==> src/rtl/fetch_unit_pkg.sv <==
// Shared RV32I front-end types: opcodes, the fetch-to-decode queue entry, and fetch FSM states.
package rv32i_types;

  localparam logic [6:0] op_b_br  = 7'b1100011;
  localparam logic [6:0] op_b_jal = 7'b1101111;

  typedef struct packed {
    logic [31:0] pc;
    logic [31:0] pc_next;
    logic [31:0] out_inst;
    logic        prediction;
  } if_id_stage_reg_t;

  typedef enum logic [1:0] {
    FETCH = 2'd0,
    HOLD  = 2'd1,
    DROP  = 2'd2
  } fetch_state_t;

endpackage

==> src/rtl/fetch_unit_npc.sv <==
// Next-PC steering for one instruction: JAL target, predicted-taken branch target, else pc+4.
module fetch_npc
  import rv32i_types::*;
(
  input  logic [31:0] pc_i,
  input  logic [31:0] inst_i,
  input  logic        prediction_i,
  output logic [31:0] pc_next_o
);

  logic [31:0] b_imm;
  logic [31:0] j_imm;

  assign b_imm = {{20{inst_i[31]}}, inst_i[7], inst_i[30:25], inst_i[11:8], 1'b0};
  assign j_imm = {{12{inst_i[31]}}, inst_i[19:12], inst_i[20], inst_i[30:21], 1'b0};

  always_comb begin
    pc_next_o = pc_i + 32'd4;
    if (inst_i[6:0] == op_b_jal) begin
      pc_next_o = pc_i + j_imm;
    end else if (inst_i[6:0] == op_b_br && prediction_i) begin
      pc_next_o = pc_i + b_imm;
    end
  end

endmodule

==> src/rtl/fetch_unit.sv <==
// Fetch front end: one outstanding imem read, builds queue entries, stalls on full, squashes on redirect.
module fetch_unit
  import rv32i_types::*;
#(
  parameter logic [31:0] RESET_PC = 32'h1eceb000
) (
  input  logic             clk,
  input  logic             rst,
  output logic [31:0]      imem_addr,
  output logic [3:0]       imem_rmask,
  input  logic [31:0]      imem_rdata,
  input  logic             imem_resp,
  input  logic             full,
  output logic             enq,
  output if_id_stage_reg_t if_id_reg_out,
  input  logic             branch,
  input  logic [31:0]      branch_target,
  output logic [31:0]      predict_pc,
  input  logic             prediction,
  output fetch_state_t     state_o
);

  // Handshake: enq=1 pushes if_id_reg_out this cycle and is never raised while full=1;
  // an imem request is imem_rmask=4'hF with imem_addr held until the one-cycle imem_resp.

  fetch_state_t     state_q;
  logic [31:0]      pc_q;
  logic [31:0]      req_q;
  if_id_stage_reg_t hold_q;

  logic [31:0]      npc;
  logic [31:0]      tgt;
  logic             is_br;
  if_id_stage_reg_t fetch_entry;
  logic             unused_tgt_lsbs;

  assign tgt             = {branch_target[31:2], 2'b00};
  assign unused_tgt_lsbs = ^branch_target[1:0];
  assign is_br           = (imem_rdata[6:0] == op_b_br);

  fetch_npc u_npc (
    .pc_i        (pc_q),
    .inst_i      (imem_rdata),
    .prediction_i(prediction),
    .pc_next_o   (npc)
  );

  always_comb begin
    fetch_entry            = '0;
    fetch_entry.pc         = pc_q;
    fetch_entry.pc_next    = npc;
    fetch_entry.out_inst   = imem_rdata;
    fetch_entry.prediction = is_br & prediction;
  end

  always_comb begin
    imem_addr     = pc_q;
    imem_rmask    = 4'h0;
    enq           = 1'b0;
    if_id_reg_out = '0;
    unique case (state_q)
      FETCH: begin
        imem_rmask = 4'hF;
        if (imem_resp && !full && !branch && !rst) begin
          enq           = 1'b1;
          if_id_reg_out = fetch_entry;
        end
      end
      HOLD: begin
        if (!full && !branch && !rst) begin
          enq           = 1'b1;
          if_id_reg_out = hold_q;
        end
      end
      DROP: begin
        imem_rmask = 4'hF;
        imem_addr  = req_q;
      end
      default: ;
    endcase
  end

  assign predict_pc = imem_addr;
  assign state_o    = state_q;

  always_ff @(posedge clk) begin
    if (rst) begin
      state_q <= FETCH;
      pc_q    <= RESET_PC;
      req_q   <= RESET_PC;
      hold_q  <= '0;
    end else begin
      unique case (state_q)
        FETCH: begin
          if (branch) begin
            pc_q <= tgt;
            // Without a response in hand the old read is still in flight and must be drained.
            if (!imem_resp) begin
              req_q   <= pc_q;
              state_q <= DROP;
            end
          end else if (imem_resp) begin
            if (!full) begin
              pc_q <= npc;
            end else begin
              hold_q  <= fetch_entry;
              state_q <= HOLD;
            end
          end
        end
        HOLD: begin
          if (branch) begin
            hold_q  <= '0;
            pc_q    <= tgt;
            state_q <= FETCH;
          end else if (!full) begin
            pc_q    <= hold_q.pc_next;
            state_q <= FETCH;
          end
        end
        DROP: begin
          if (branch) begin
            pc_q <= tgt;
          end
          if (imem_resp) begin
            state_q <= FETCH;
          end
        end
        default: state_q <= FETCH;
      endcase
    end
  end

endmodule

==> config.mk <==
export PLATFORM = sky130hd
export DESIGN_NAME = fetch_unit
export DESIGN_NICKNAME = d
export VERILOG_FILES = /design/src/rtl/fetch_unit_pkg.sv /design/src/rtl/fetch_unit_npc.sv /design/src/rtl/fetch_unit.sv
export SDC_FILE = /design/constraint.sdc
export NUM_CORES = 1
export LEC_CHECK = 0
export ABC_AREA = 1
export BUFFER_PORTS_ARGS = -buffer_cell sky130_fd_sc_hd__clkbuf_2
export CAP_MARGIN = 10
export CELL_PAD_IN_SITES_DETAIL_PLACEMENT = 0
export CELL_PAD_IN_SITES_GLOBAL_PLACEMENT = 1
export CORE_UTILIZATION = 35
export CTS_CLUSTER_DIAMETER = 30
export CTS_CLUSTER_SIZE = 20
export DETAILED_ROUTE_END_ITERATION = 10
export GPL_ROUTABILITY_DRIVEN = 0
export GPL_TIMING_DRIVEN = 0
export PLACE_DENSITY = 0.76
export RECOVER_POWER = 50
export SYNTH_ARGS = -nofsm -noshare
export SYNTH_HDL_FRONTEND = slang
export SYNTH_SLANG_ARGS = --single-unit
==> constraint.sdc <==
create_clock -name clk -period 2.3 [get_ports clk]
set_input_delay 0.23 -clock clk [delete_from_list [all_inputs] [get_ports clk]]
set_output_delay 0.23 -clock clk [all_outputs]
set_load 0.02 [all_outputs]
==> flow_metrics.py <==
metrics = {
    "hold_path": {
        "hold_class": "input pin to flip-flop",
        "hold_depth": 3,
        "hold_end": "hold_q[7]$_SDFFE_PP0P_",
        "min_from": "imem_rdata[6]",
    },
    "timing": {
        "worst_slew_pin_slew_ps": 953,
        "holdWs_ps": 30.4,
        "hold_viol_final": 0,
        "finalCritPeriodShare_pct": 130,
        "drv_slew": 0,
        "period_needed_ps": 2990,
        "rsz0062_at_grt": "yes",
        "fin_worst_skew_ps": 14.6,
        "max_freq_mhz": 335,
        "maxSlewHeadroom_pct": 36.4,
        "timing.final.setup_violations": 280,
        "setup-tns-final_ps": -69300,
        "fin_ws_ps": -685,
    },
    "power_and_ir_drop": {
        "p_clk_share_pct": 17.4,
        "p_leak_nw": 9.19,
        "irDropWorstVdd_mv": 0.633,
        "switchingPower_mw": 8.71,
        "combinationalPowerShare_pct": 61.0,
        "power_frac_seq_pct": 21.6,
        "internal_power_mw": 9.25,
        "power_switching_share_pct": 48.5,
        "powerDensity_mw_per_mm2": 855,
    },
    "logic_synthesis": {
        "synthMostInstantiatedCell": "nand2_1",
        "ys_seq_area_share_pct": 24.9,
        "synth_top_flop_cell": "dfxtp_1",
        "ys_ff_latch": 162,
        "synth_cell_types": 51,
        "synthTopCellsByCount": "nand2_1 (747), inv_1 (297), a21oi_1 (204)",
        "yosys-top-cells-area": "dfxtp_1 (25%), nand2_1 (22%), inv_1 (8.6%), a21oi_1 (7.8%), o21ai_0 (6.4%)",
        "synth_edf_count": 0,
        "syn-cell-area_sq_mm": 0.0130,
        "avgSynthCellArea_sq_um": 5.82,
        "synth_area_leader_cell": "dfxtp_1",
        "synthCells": 2239,
        "ys_warn_count": 0,
        "synth_top_area_share_pct": 24.9,
        "syn_nets": 2358,
        "synthArstFlopShare_pct": 0,
    },
    "clocking": {
        "holdBufCountCts": 0,
        "cts.clk_slew.worst_paths_ps": 70,
        "htreeDepth": 4,
        "cts_made_buffers": 17,
        "cts_root_buffer": "clkbuf_16",
        "cts_tree": "built",
        "clock_sink_count": 162,
        "clkLatencyLatePin_ps": 460,
        "clockBufferDepth": 2,
    },
    "route": {
        "drt_pre_antenna_iters": 6,
        "viasPerCell": 5.56,
        "drc": 0,
        "drtAntennaViolNets": 0,
        "vias": 17330,
        "wl_per_cell_microns": 20.9,
        "wl_mm": 65.3,
        "drtIter0Drc": 1792,
    },
    "cells_and_area": {
        "layoutNonFillerInstCount": 3119,
        "num_antenna_cells": 0,
        "fin_nets": 2757,
        "syn_to_final_growth_pct": 61.4,
        "drive_gt1_share_pct": 42.0,
        "fin_util_pct": 57.4,
    },
    "global_route": {
        "grt_max_degree": 23,
        "grt_pass1_vias": 16003,
        "track_usage_pct": 32.4,
        "grt_pass1_wl_mm": 93.4,
        "grt_overflow": 0,
        "antenna_found_initial": 0,
    },
    "worst_setup_path": {
        "r2r-start": "pc_q[1]$_SDFFE_PP0P_",
        "cpPeakStageDelay_ps": 380,
        "crit_path_end_kind": "output pin",
        "reg2reg_depth": 20,
        "cpMaxStageDelayCell": "dfxtp_4",
        "crit_buf_inv": 3,
        "start_kind": "flip-flop",
        "critPathTopFamily": "simple AND/OR/NAND/NOR gates",
        "ff2ff_setup_slack_ps": -640,
        "r2r-end": "pc_q[15]$_SDFFE_PP1P_",
        "worstPathArrival_ps": 2760,
        "crit_chain": "buf_6 -> ha_4 -> nand2_4 -> nor2_4 -> and3_4 -> nand2_4 -> nand2_8 -> buf_12 -> xor2_4 -> o21ai_1 -> nand2_1 -> nand3_2 -> o21ai_4 -> buf_8",
        "crit_top_cell": "nand2_4",
        "crit_required_ps": 2070,
        "path_class": "flip-flop to output pin",
        "path_max_fanout": 4,
    },
    "floorplan": {
        "dieArea_sq_mm": 0.0380,
        "io_pins": 238,
        "fp.dieW_microns": 195,
        "placeableCoreArea_sq_mm": 0.0366,
        "dieHeight_microns": 195,
        "rows": 70,
        "start_util_pct": 35.6,
    },
    "place": {
        "io_buffers": 233,
        "placed_cells": 2940,
        "dp.final_hpwl_mm": 47.5,
    },
    "job": {
        "cap_violations": 0,
    },
    "status": {
        "violations": "setup timing",
        "status": "finished, violations left",
    },
}
[worst register-to-register path: stages (launching register included)]
cell and delay [ps]:
dfxtp_4 370, ha_4 170, fa_2 360, buf_4 160, nand2_1 70, nand3_2 80
nand2_2 100, nand2_4 80, xor2_2 200, o21ai_1 130, nand2_1 100, buf_4 180
buf_4 120, buf_4 120, buf_4 120, buf_4 120, buf_4 120, nand3_1 50
nand2_1 70, nand2_1 70, nand2_1 50
[sequential cells by signal, indices dropped and copies added (netlist names)]
signal	cells
state_o	2
hold_q	96
req_q	32
pc_q	32
[repair_timing]
| action | CTS | global route |
|---|---|---|
| pin swaps | 103 | 120 |
| gates cloned | 0 | 6 |
| endpoints found under the setup margin | 266 | 294 |
| gates resized for setup | 745 | 554 |
| buffers inserted | 106 | 52 |
[kinds of logic (layout without fill, tap and decap cells)]
logic type | count (synthesis) | after routing | synth area share [%]
XOR/XNOR | 26 | 26 | 1.75
AO/OA/AOI/OAI | 479 | 479 | 20.1
adder cells (fa/ha/maj) | 49 | 49 | 4.82
flip-flops | 162 | 162 | 24.9
buffers and inverters | 447 | 859 | 14.3
AND/OR/NAND/NOR | 1076 | 1076 | 34.1
[routing by layer]
metal	share of wire, %	wire (microns)	vias up	GRT usage, %
met5	0	0	-	0
met4	4.9	3220	0	15.0
met3	9.5	6230	172	6.11
met2	43	28300	898	49.7
met1	42	27500	8237	43.8
li1	-	-	8023	-
[how the worst max path moves through the flow]
stage                                startpoint           endpoint  slack (ps)  depth (start not counted)
after floorplan            pc_q[1]$_SDFFE_PP0P_  if_id_reg_out[54]         -20                         14
after global placement           imem_rdata[31]  if_id_reg_out[47]       -1170                         13
after detailed placement         imem_rdata[31]  if_id_reg_out[47]       -1170                         13
after CTS                  pc_q[1]$_SDFFE_PP0P_  if_id_reg_out[46]        -700                         14
after global routing       pc_q[1]$_SDFFE_PP0P_  if_id_reg_out[54]        -750                         17
final                     pc_q[13]$_SDFFE_PP1P_  if_id_reg_out[47]        -690                         14
[through the flow]
| step | cell area, sq um | total power, mW | setup WS (ps) |
|---|---|---|---|
| 2_1_floorplan | 13000 | 8.63 | -22.8 |
| 3_3_place_gp | 14800 | 11.0 | -1170 |
| 3_5_place_dp | 14800 | 11.0 | -1170 |
| 4_1_cts | 19000 | 16.4 | -703 |
| 5_1_grt | 21000 | 18.8 | -753 |
| 6_report | 21000 | 18.0 | -685 |
[power by group through the flow]
stage	clock [mW]	sequential (mW)	combinational [mW]
floorplan	0	3.59	5.04
global placement	0	3.83	7.16
detailed placement	0	3.83	7.20
CTS	3.13	3.83	9.45
global route	3.24	3.90	11.6
finish	3.13	3.88	11.0
[cells in the final DEF (no fill, tap or decap), types with 7 or more instances in the layout]
cell / instances
inv_2: 21
clkbuf_2: 145
o21ai_1: 51
a21oi_2: 37
o21ai_4: 10
nor2_4: 17
nand3_4: 12
nor2_2: 24
o21ai_0: 65
inv_4: 8
clkbuf_4: 14
inv_1: 276
o22ai_2: 20
buf_8: 13
nor2_1: 71
o21ai_2: 57
a21oi_4: 11
ha_4: 45
o22ai_1: 7
a21oi_1: 158
nand2_4: 55
dfxtp_4: 28
a221oi_1: 18
clkbuf_16: 25
nand4_1: 18
buf_6: 76
nand3_1: 70
dfxtp_1: 132
o22ai_4: 12
clkbuf_1: 51
buf_2: 12
buf_4: 158
xor2_1: 16
clkbuf_8: 38
nor3_4: 12
nand3_2: 70
buf_12: 7
nand2_2: 125
o211ai_1: 14
nand2_1: 568
[layout make-up]
| type | instances | area [sq um] |
|---|---|---|
| multi-input combinational | 1630 | 11100 |
| timing repair buffer | 381 | 3130 |
| fill | 3492 | 15600 |
| clock buffer | 23 | 488 |
| inverter | 311 | 1200 |
| sequential | 162 | 3350 |
| clock inverter | 9 | 128 |
| tap | 468 | 586 |
| buffer | 135 | 995 |
Note: power is estimated with default switching activity, not from simulation.
